**src/rtl/hsi_com_redund_ctrl.sv**
```systemverilog
// N-line command redundancy controller: steers cd_q onto one idle-high command line,
// rotates across enabled lines on switch requests and faults once the switch budget is spent.
module hsi_com_redund_ctrl #(
   parameter int unsigned N_CH   = 2,
   parameter int unsigned CH_W   = 1,
   parameter int unsigned MAX_SW = 3,
   parameter int unsigned CNT_W  = 2,
   parameter int unsigned STICKY = 0
) (
   input  logic             clk,
   input  logic             n_rst,
   input  logic             clr,
   input  logic [CH_W-1:0]  base_ch,
   input  logic [N_CH-1:0]  ch_en,
   input  logic             switch_req,
   input  logic             frame_to_reply_end,
   input  logic             cd_q,
   output logic [N_CH-1:0]  com,
   output logic [CH_W-1:0]  curr_ch,
   output logic             switched,
   output logic             fault,
   output logic [CNT_W-1:0] sw_cnt
);

   // One spare bit so curr_ch + k never overflows before the modulo-N_CH fold.
   localparam int unsigned IDX_W = CH_W + 1;

   generate
      if (N_CH < 2 || N_CH > 8) begin : g_bad_nch
         $error("hsi_com_redund_ctrl: N_CH must be 2..8");
      end
      if (N_CH > (1 << CH_W)) begin : g_bad_chw
         $error("hsi_com_redund_ctrl: CH_W too narrow for N_CH");
      end
      if (MAX_SW < 1 || MAX_SW > ((1 << CNT_W) - 1)) begin : g_bad_max
         $error("hsi_com_redund_ctrl: MAX_SW out of range for CNT_W");
      end
   endgenerate

   typedef enum logic [1:0] {
      ST_IDLE  = 2'd0,
      ST_BASE  = 2'd1,
      ST_SW    = 2'd2,
      ST_FAULT = 2'd3
   } state_e;

   state_e           state_q, state_d;
   logic [CH_W-1:0]  curr_ch_q, curr_ch_d;
   logic [CNT_W-1:0] sw_cnt_q, sw_cnt_d;
   logic             switched_q, switched_d;
   logic             fault_q, fault_d;

   logic [IDX_W-1:0] scan_idx;
   logic [CH_W-1:0]  tgt_ch;
   logic             tgt_found;
   logic [N_CH-1:0]  sel_c;
   logic             drive_c;

   // Next enabled line after curr_ch, wrapping at N_CH; curr_ch itself is never a target.
   always_comb begin
      tgt_found = 1'b0;
      tgt_ch    = '0;
      scan_idx  = '0;
      for (int unsigned k = 1; k < N_CH; k++) begin
         scan_idx = IDX_W'(curr_ch_q) + IDX_W'(k);
         if (scan_idx >= IDX_W'(N_CH)) begin
            scan_idx = scan_idx - IDX_W'(N_CH);
         end
         if (!tgt_found && (scan_idx < IDX_W'(N_CH)) &&
             (|(ch_en & (N_CH'(1) << scan_idx)))) begin
            tgt_found = 1'b1;
            tgt_ch    = scan_idx[CH_W-1:0];
         end
      end
   end

   // Line drive: only the active, enabled line carries cd_q; everything else idles high.
   always_comb begin
      sel_c   = N_CH'(1) << curr_ch_q;
      drive_c = ((state_q == ST_BASE) || (state_q == ST_SW)) && (|(ch_en & sel_c));
      com     = '1;
      if (drive_c && !cd_q) begin
         com = ~sel_c;
      end
   end

   // Next-state and registered-output logic.
   always_comb begin
      state_d    = state_q;
      curr_ch_d  = curr_ch_q;
      sw_cnt_d   = sw_cnt_q;
      switched_d = 1'b0;
      fault_d    = 1'b0;

      if (clr) begin
         state_d   = ST_IDLE;
         curr_ch_d = '0;
         sw_cnt_d  = '0;
      end else begin
         case (state_q)
            ST_IDLE: begin
               state_d   = ST_BASE;
               curr_ch_d = base_ch;
            end
            ST_BASE, ST_SW: begin
               if (switch_req) begin
                  if ((sw_cnt_q == CNT_W'(MAX_SW)) || !tgt_found) begin
                     state_d = ST_FAULT;
                  end else begin
                     state_d   = ST_SW;
                     curr_ch_d = tgt_ch;
                     sw_cnt_d  = sw_cnt_q + CNT_W'(1);
                  end
               end else begin
                  if (frame_to_reply_end) begin
                     sw_cnt_d = '0;
                     if (STICKY == 0) begin
                        state_d = ST_BASE;
                     end
                  end
                  if (state_d == ST_BASE) begin
                     curr_ch_d = base_ch;
                  end
               end
            end
            ST_FAULT: begin
               state_d = ST_FAULT;
            end
            default: begin
               state_d = ST_IDLE;
            end
         endcase
      end

      switched_d = (state_d == ST_SW) && (curr_ch_d != base_ch);
      fault_d    = (state_d == ST_FAULT);
   end

   always_ff @(posedge clk or negedge n_rst) begin
      if (!n_rst) begin
         state_q    <= ST_IDLE;
         curr_ch_q  <= '0;
         sw_cnt_q   <= '0;
         switched_q <= 1'b0;
         fault_q    <= 1'b0;
      end else begin
         state_q    <= state_d;
         curr_ch_q  <= curr_ch_d;
         sw_cnt_q   <= sw_cnt_d;
         switched_q <= switched_d;
         fault_q    <= fault_d;
      end
   end

   assign curr_ch  = curr_ch_q;
   assign switched = switched_q;
   assign fault    = fault_q;
   assign sw_cnt   = sw_cnt_q;

endmodule

```
**config.mk**
```make
export PLATFORM = sky130hd
export DESIGN_NAME = hsi_com_redund_ctrl
export DESIGN_NICKNAME = d
export VERILOG_FILES = /design/src/rtl/hsi_com_redund_ctrl.sv
export SDC_FILE = /design/constraint.sdc
export NUM_CORES = 1
export LEC_CHECK = 0
export CORE_AREA = 2 2 39 41
export CTS_BUF_LIST = sky130_fd_sc_hd__clkbuf_16
export DETAILED_ROUTE_END_ITERATION = 10
export DIE_AREA = 0 0 41 43
export MAX_ROUTING_LAYER = met4
export PLACE_DENSITY_LB_ADDON = 0.08
export SKIP_CTS_REPAIR_TIMING = 1
export SLEW_MARGIN = 25
export SYNTH_ARGS = -nofsm -noshare
export SYNTH_HDL_FRONTEND = slang
export SYNTH_SLANG_ARGS = --single-unit
export TNS_END_PERCENT = 30
```
**constraint.sdc**
```tcl
create_clock -name clk -period 5.5 [get_ports clk]
set_input_delay 0.825 -clock clk [delete_from_list [all_inputs] [get_ports clk]]
set_output_delay 0.825 -clock clk [all_outputs]
set_load 0.05 [all_outputs]
```
==> results.md <==
* Status: complete, no violations
* Vias/cell at 5.26
* Final ANT Viol Nets at 0
* CP dominant cell by count: clkdlybuf4s50_1
* Crit-path slowest cell: clkdlybuf4s50_1
* Crit Path Max Fanout at 2
* Slew Viols, Final at 0
* Gpl congestion at 0.841
* Worst hold stages at 2
* FF-to-FF path depth at 6
* Overflow after GRT at 0
* Dpl ws at 2.48 ns
* Worst stage delay on the critical path at 0.80 ns
* Share of layout cells above drive strength 1 at 0.0606
* Global Route Usage Sum at 0.152
* Most frequent cells in the layout: 15 x clkdlybuf4s50_1, 7 x dfrtp_1, 5 x inv_1
* Maximum clock path buffer count at 2
* Die H at 43 um
* Final #Nets at 80
* Setup violations, final at 0
* Clock buffer count from CTS at 3
* Final wirelength at 1040 um
* I/O Buffers at 15
* Clock Skews at 0.00317 ns
* Worst skew pair latency at 0.23 ns
* Filler cell count at 133
* Reg2reg start: sw_cnt[0]$_DFFE_PN0P_
* RSZ-0062 raised after global routing: no
* # Max-Cap Violations at 0
* Fin Hold WS at 0.581 ns
* Main synth FF type: dfrtp_1
* Vias at 431
* Commonest non-fill, non-tap cell in the layout: clkdlybuf4s50_1
* Syn Area/Cell at 9.85 um2
* Number of global-route vias before repair at 402
* Crit path buffers/inverters at 2
* DR DRC count at 0
* Netlist cell types at 25
* Initial antenna violation count at 0
* Diodes inserted at 0
* Power Dens Cells at 317 nW/um2
* Worst setup margin at 2.48 ns
* F_max at 0.331 GHz
* Root buffer cell: clkbuf_16
* Cell Chain, Critical Path: clkdlybuf4s50_1 > nor2b_1 > nand3_1 > clkdlybuf4s50_1
* First-pass detailed-route iteration total at 3
* Headroom to the max-slew limit at 0.672
* Synth Net Count at 60
* Worst Hold Launch: sw_cnt[0]$_DFFE_PN0P_
* Clock slew at reported path FFs at 0.04 ns
* Sink Count at 7
* # IOs at 16
* CTS H-Tree Depth at 1
* # rows at 14
* Syn-to-layout area delta at 53.8%
* First-pass GRT wire length at 1750 um
* Setup TNS at 0 ns
* Worst hold-check path type: reg -> reg
* Dpl hpwl at 790 um
* Hold path endpoint: sw_cnt[0]$_DFFE_PN0P_
* Leak at 0.305 nW
* Sequential area share after synthesis at 0.378
* Final hold violation count at 0
* CP endpoint kind: primary output
* WP data required at 4.68 ns
* Initial drt markers at 9
* Post-Syn Area at 463 um2
* Worst-Margin Slew at 0.491 ns
* Crit path kind: in -> out
* Die Area at 1760 um2
* DIE WIDTH at 41 um
* Post-Synthesis Cells at 47
* Tcrit/Tclk final at 0.550
* CP delay by family, top: buffers and inverters
* Post-synth EDFFs at 0
* RR Endpoint: switched$_DFF_PN0_
* Initial Util at 0.335
* Crit path DAT at 2.20 ns
* CTS tree: done
* CP Launch Type: input pin
* Largest net degree at the start of global routing at 10
* Final critical-path required period at 3.02 ns
* Worst vdd rail ir drop at 312 uV
* Yosys reg bits at 7
* FFs w/ async S/R, synth at 1.00
* DR WL/cell at 12.6 um
* Worst R2R Setup Slack at 3.61 ns
* Ys Warns at 0
* Core box area at 1380 um2
## worst max-delay path by stage
| stage | startpoint | end | slack [ns] | cells after the start |
|---|---|---|---|---|
| floorplan | cd_q | com[0] | 3.32 | 2 |
| global placement | cd_q | com[0] | 2.48 | 4 |
| detailed placement | cd_q | com[0] | 2.48 | 4 |
| CTS | cd_q | com[0] | 2.47 | 4 |
| global route | cd_q | com[1] | 2.41 | 4 |
| finish | cd_q | com[0] | 2.48 | 4 |
## per-layer routing
metal,wire length (um),vias up,track usage
met3,67,0,0.0785
li1,-,212,-
met5,0,-,-
met2,498,15,0.203
met4,0,0,0.0533
met1,470,204,0.194
## synth_stat cells (2+ instances only)
master	count	share of area
nand3_1	2	0.022
nor2_1	4	0.032
ha_1	4	0.11
inv_1	4	0.032
o21ai_0	3	0.032
nor3b_1	2	0.032
mux2i_1	2	0.043
dfrtp_1	7	0.38
nor2b_1	3	0.041
## registers in the layout, indices dropped and copies added, names as in the netlist
register	cells
state_q	2
sw_cnt	2
curr_ch	1
fault	1
switched	1
## area by class of cell
class	count	area (um2)	share of cell area
clock inverter	1	3.75	0.00527
tap	16	20.0	0.0281
sequential	7	175	0.246
timing repair buffer	15	150	0.211
inverter	4	15.0	0.0211
clock buffer	3	75.1	0.105
multi-input combinational	36	273	0.383
## tightest hold or removal path, stage by stage, from the launching register on
cell and delay (ns):
dfrtp_1 0.38, mux2i_1 0.09, nor2_1 0.08
## power by group
part | internal (mW) | leakage [nW] | total (mW) | switching, mW
clock network | 0.0944 | 0.0423 | 0.120 | 0.0259
logic | 0.0198 | 0.168 | 0.0471 | 0.0273
registers | 0.0550 | 0.0946 | 0.0584 | 0.00343
## logic make-up (layout without fill, tap and decap cells)
group	count (synthesis)	in the layout	share of synthesized area
adders and majority gates	4	4	0.108
AOI/OAI and AO/OA	13	13	0.214
DFF	7	7	0.378
buffers and inverters	4	23	0.0324
muxes	3	3	0.0676
and+or+nand+nor	16	16	0.200
## per-stage QoR
stage | power, mW | instance area [um2] | std cells | utilization
2_1_floorplan | 0.0872 | 463 | 47 | -
3_3_place_gp | 0.106 | 633 | 78 | 0.458
3_5_place_dp | 0.106 | 633 | 78 | 0.458
4_1_cts | 0.228 | 712 | 82 | 0.514
5_1_grt | 0.238 | 712 | 82 | 0.514
6_report | 0.226 | 712 | 82 | 0.514
No activity file was read; power rests on OpenSTA's default activity.
